[src/rtl/cpu_pkg.sv]
// Shared definitions for the MIPS-subset core: instruction constants and
// the fetch-unit state encoding.
package cpu_pkg;

  localparam int INSTR_W = 32;
  localparam int PC_STEP = 4;

  localparam logic [5:0] OP_HALT = 6'b111111;
  localparam logic [5:0] OP_BEQ  = 6'b110000;

  // Fetch-unit control states.
  typedef enum logic [1:0] {
    FETCH = 2'd0,
    ISSUE = 2'd1,
    HALT  = 2'd2
  } fetch_state_t;

  // Opcode field of an instruction word.
  function automatic logic [5:0] opcode_of(input logic [INSTR_W-1:0] word);
    return word[31:26];
  endfunction

endpackage

[src/rtl/next_pc_calc.sv]
// Combinational next-PC computation: sequential step, or branch target
// pc + 4 + (sign-extended imm16 << 2). Arithmetic wraps modulo 2^ADDR_W.
module next_pc_calc
  import cpu_pkg::*;
#(
  parameter int ADDR_W = 32
) (
  input  logic [ADDR_W-1:0] pc,
  input  logic [15:0]       imm16,
  input  logic              PCSrc,
  output logic [ADDR_W-1:0] next_pc
);

  logic [ADDR_W-1:0] seq_pc;
  logic [ADDR_W-1:0] imm_sext;
  logic [ADDR_W-1:0] offset;

  // Sign-extend to full width before the shift so negative offsets stay negative.
  assign imm_sext = {{(ADDR_W-16){imm16[15]}}, imm16};
  assign offset   = imm_sext << 2;
  assign seq_pc   = pc + ADDR_W'(PC_STEP);

  // Select sequential or branch target.
  always_comb begin
    next_pc = seq_pc;
    if (PCSrc) next_pc = seq_pc + offset;
  end

endmodule

[src/rtl/instr_fetch_unit.sv]
// Instruction fetch front end: owns the PC, fetches one word at a time over
// a req/ack handshake and presents it for one ISSUE cycle, where the control
// unit decides next PC or halt.
// Optional feature: define RETIRE_CNT_EN to add a saturating retire counter.
module instr_fetch_unit
  import cpu_pkg::*;
#(
  parameter int                ADDR_W   = 32,
  parameter logic [ADDR_W-1:0] RESET_PC = '0
) (
  input  logic               CLK,
  input  logic               Reset,
  input  logic               PCWre,
  input  logic               PCSrc,
  output logic               imem_req,
  output logic [ADDR_W-1:0]  imem_addr,
  input  logic               imem_ack,
  input  logic [INSTR_W-1:0] imem_rdata,
  output logic [INSTR_W-1:0] instr,
  output logic [5:0]         Opcode,
  output logic               instr_valid,
  output logic [ADDR_W-1:0]  pc,
  output logic               halted
`ifdef RETIRE_CNT_EN
  ,
  output logic [31:0]        retire_cnt
`endif
);

  fetch_state_t      state;
  fetch_state_t      state_nxt;
  logic              started;
  logic              fetch_done;
  logic              issue_go;
  logic [ADDR_W-1:0] next_pc;

  // The cycle right after reset keeps the request low; fetching begins on the
  // first edge that sees reset released.
  // NOTE: sequential state uses non-blocking assignments so every register
  // samples pre-edge values regardless of block ordering.
  always_ff @(posedge CLK) begin
    if (!Reset) started <= 1'b0;
    else        started <= 1'b1;
  end

  // State register.
  always_ff @(posedge CLK) begin
    if (!Reset) state <= FETCH;
    else        state <= state_nxt;
  end

  // Next-state logic.
  // NOTE: the default assignment on entry keeps this block free of latches.
  always_comb begin
    state_nxt = state;
    case (state)
      FETCH:   if (fetch_done) state_nxt = ISSUE;
      ISSUE:   state_nxt = PCWre ? FETCH : HALT;
      HALT:    state_nxt = HALT;
      default: state_nxt = FETCH;
    endcase
  end

  // Moore outputs decoded from the state.
  always_comb begin
    imem_req    = 1'b0;
    instr_valid = 1'b0;
    halted      = 1'b0;
    case (state)
      FETCH:   imem_req    = started;
      ISSUE:   instr_valid = 1'b1;
      HALT:    halted      = 1'b1;
      default: imem_req    = 1'b0;
    endcase
  end

  // Ack only counts while a request is actually outstanding.
  assign fetch_done = imem_req & imem_ack;
  assign issue_go   = (state == ISSUE) & PCWre;
  assign imem_addr  = pc;
  assign Opcode     = opcode_of(instr);

  // Instruction latch: captured only on a completed fetch.
  // NOTE: instr is a single register, not a memory, so it is cleared on reset
  // to give the documented reset value.
  always_ff @(posedge CLK) begin
    if (!Reset)          instr <= '0;
    else if (fetch_done) instr <= imem_rdata;
  end

  next_pc_calc #(
    .ADDR_W (ADDR_W)
  ) u_next_pc (
    .pc      (pc),
    .imm16   (instr[15:0]),
    .PCSrc   (PCSrc),
    .next_pc (next_pc)
  );

  // PC register: advances only when an issued instruction does not halt.
  always_ff @(posedge CLK) begin
    if (!Reset)        pc <= RESET_PC;
    else if (issue_go) pc <= next_pc;
  end

`ifdef RETIRE_CNT_EN
  // Retired-instruction counter, saturating at all ones; halt is not counted.
  always_ff @(posedge CLK) begin
    if (!Reset)                          retire_cnt <= '0;
    else if (issue_go && retire_cnt != '1) retire_cnt <= retire_cnt + 32'd1;
  end
`endif

endmodule
[config.mk]
export PLATFORM = sky130hd
export DESIGN_NAME = instr_fetch_unit
export DESIGN_NICKNAME = d
export VERILOG_FILES = /design/src/rtl/cpu_pkg.sv /design/src/rtl/next_pc_calc.sv /design/src/rtl/instr_fetch_unit.sv
export SDC_FILE = /design/constraint.sdc
export NUM_CORES = 1
export LEC_CHECK = 0
export CORE_UTILIZATION = 45
export CTS_CLUSTER_DIAMETER = 150
export DETAILED_ROUTE_END_ITERATION = 10
export PLACE_DENSITY = 0.78
export SYNTH_ARGS = -nofsm -noshare
export SYNTH_HDL_FRONTEND = slang
export SYNTH_SLANG_ARGS = --single-unit
[constraint.sdc]
create_clock -name CLK -period 3.7 [get_ports CLK]
set_input_delay 0.555 -clock CLK [delete_from_list [all_inputs] [get_ports CLK]]
set_output_delay 0.555 -clock CLK [all_outputs]
set_load 0.1 [all_outputs]
==> results.cfg <==
[logic_synthesis]
syn_avg_cell_area_um2 = 7.53
synth_area_leaders = dfxtp_1 (25%), ha_1 (9.0%), a21oi_1 (8.2%)
synthArstFlopShare = 0
ys_types = 65
synth_flop_cell = dfxtp_1
synth_top_area_share = 0.253
ys.warnings.count = 0
syn-instance-count = 683
syn_area_mm2 = 0.00514
synth-edff-count = 0
ys_ff_latch = 65
ys_seq_area_frac = 0.253
synth_area_leader_cell = dfxtp_1

[detailed_routing]
wl_met3_um = 1260
drc = 0
wire_per_inst_um = 16.9
vias = 5417
route.met2.wl_um = 7790
wl_met1_um = 6630
drt_wl_total_um = 16000
dr.max_layer_used = met4
viasPerCell = 5.74
drt_pass1_iterations = 5
ant_nets = 0
drt_iter0_drc = 330

[floorplan]
coreArea_mm2 = 0.0110
num_io_pins = 142
start_util = 0.468
rows = 38
die_w_um = 109
die-area_mm2 = 0.0119
die_y_um = 109

[sta]
rsz0062_at_grt = true
final_hold_viol_count = 0
post-route-min-period_ns = 3.63
setup_viol = 0
slew_headroom = 0.233
timing.final.crit_share = 0.981
tightest_slew_ns = 1.15
finalMaxSlewViolations = 0
fmax_ghz = 0.275
finClkSkew_ns = 0.00906

[final_layout]
nets = 874
layout.cells.non_filler = 944
drive_gt1_frac = 0.157
n_antenna_cell = 0
layout.cells.most_common = clkdlybuf4s50_1
syn_to_final_growth_pct = 38.7
final.fill_count = 891
seqCellArea_mm2 = 0.00134
multi_input_area_mm2 = 0.00363
layout_common_cells = clkdlybuf4s50_1 (135), nand2_1 (110), a21oi_1 (76), dfxtp_1 (50), nor2_1 (46)

[clocking]
cts_tree = yes
clockBufferDepth = 2
clkTransAtPathRegs_ns = 0.06
ctsRootBufferMaster = clkbuf_16
cts_buffers = 9
cts_sinks = 65
h-tree-depth = 3
clkLatencyLatePin_ns = 0.34

[power_and_ir_drop]
power.leakage_uw = 0.00298
total_power_uw = 2160
ir_drop_uv = 264
powerDensity_mw_per_mm2 = 303

[place]
dp_cells = 916
port_buffers = 137
post-dp-hpwl_um = 11500
gp_congestion = 0.946

[critical_path]
reg2reg_to = imem_addr[24]$_SDFFE_PN0P_
rr_startpoint = imem_addr[3]$_SDFFE_PN0P_
crit_path_start_kind = flop
reg2reg_setup_slack_ns = 0.07
cp-end-kind = flop
crit_type = flop to flop
startpoint = imem_addr[3]$_SDFFE_PN0P_
path_depth = 15
cp_cell_sequence = and2_2, and3_1, and3_1, xor2_1, ha_1, buf_4, a21o_1, a21oi_1, o31ai_4, o211ai_1, a31oi_1, a31oi_1, xnor2_1, nand3_1, a21oi_1
cp_max_fo = 6
worstPathRequired_ns = 3.97
worstRegToRegCells = 15
cp_slowest_stage_delay_ns = 0.40
critPathArrivalTime_ns = 3.90
slowest_stage = dfxtp_2
crit_end = imem_addr[24]$_SDFFE_PN0P_
crit_buf_inv = 1
crit_family = compound AO/OA/AOI/OAI gates

[run_status]
status = finished clean

[worst_hold_path]
hp-class = flop to flop
hold_path_depth = 2

[grt]
grt_max_degree = 34
antenna_found_initial = 0
grt.total_usage = 0.268
grt.overflow.total = 0
first_global_vias = 5167
grt_pass1_wl_um = 24900

[run]
maxCapViolations = 0
## cells in the mapped netlist, types with 7 or more instances
cell type	number
buf_4	41
dfxtp_1	65
xnor2_1	30
clkbuf_1	27
a31oi_1	12
a21o_1	21
and3_1	15
nand4_1	14
nor3_1	9
xor2_1	18
nand2_1	110
a21oi_1	84
o21ai_0	25
nor2_1	47
inv_1	12
a22oi_1	7
nand2b_1	7
ha_1	37
nand3_1	17
## logic make-up after synthesis
family          count (synthesis)  share of synthesized area
compound gates                194                      0.241
xor+xnor                       48                     0.0818
fa+ha+maj                      38                     0.0940
buf+inv                        84                     0.0930
flops                          65                      0.253
mux                             5                    0.00998
other cells                     1                   0.000730
simple gates                  248                      0.226
## through the flow
stage,setup WS (ns),utilization,hold slack [ns],TNS (ns),instance area [um^2]
floorplan,-0.0969,-,0.583,-0.181,5230
global placement,0.0740,0.593,0.441,0,6520
detailed placement,-0.0362,0.593,0.449,-0.0576,6520
CTS,0.00132,0.623,0.459,0,6840
global route,-0.113,0.649,0.484,-0.388,7130
finish,0.0695,0.649,0.457,0,7130
## worst min path at each step
| stage | start | to |
|---|---|---|
| after floorplan | Reset | started$_DFF_P_ |
| after global placement | instr[20]$_SDFFE_PN0P_ | instr[20]$_SDFFE_PN0P_ |
| after detailed placement | instr[18]$_SDFFE_PN0P_ | instr[18]$_SDFFE_PN0P_ |
| after global routing | instr[25]$_SDFFE_PN0P_ | instr[25]$_SDFFE_PN0P_ |
| after CTS | instr[18]$_SDFFE_PN0P_ | instr[18]$_SDFFE_PN0P_ |
| final | instr[18]$_SDFFE_PN0P_ | instr[18]$_SDFFE_PN0P_ |
## layout make-up
cell class                 instances  area share
sequential                        65       0.188
timing repair buffer             173       0.230
clock buffer                      10      0.0351
tap                              140      0.0246
inverter                          13     0.00684
clock inverter                     6     0.00684
multi-input combinational        537       0.509
## power breakdown
part           switching [uW]  internal [uW]
Clock                     352            500
Combinational             400            161
Sequential               26.4            720
Total                     778           1380
## sequential cells by signal (all words and copies together) (netlist names)
register / cells
state: 2
started: 1
instr: 32
imem_addr: 30
## per-layer routing
| metal | global-route usage | up-vias |
|---|---|---|
| met5 | 0 | - |
| met4 | 0.0917 | 0 |
| met3 | 0.0574 | 35 |
| met2 | 0.456 | 218 |
| met1 | 0.333 | 2564 |
| li1 | - | 2600 |
## worst reg2reg max path: stages, from the launching register on
cell and delay [ns]:
dfxtp_2 0.40, and2_2 0.24, and3_1 0.20, and3_1 0.24, xor2_1 0.19, ha_1 0.27
buf_4 0.16, a21o_1 0.17, a21oi_1 0.28, o31ai_4 0.19, o211ai_1 0.30, a31oi_1 0.20
a31oi_1 0.29, xnor2_1 0.17, nand3_1 0.09, a21oi_1 0.16
## what timing repair did
action,CTS,global route
pin swaps,3,31
hold buffers,0,0
buffers inserted,0,12
setup endpoints to repair,2,10
resized for setup,3,40
Note: power is estimated with default switching activity, not from simulation.
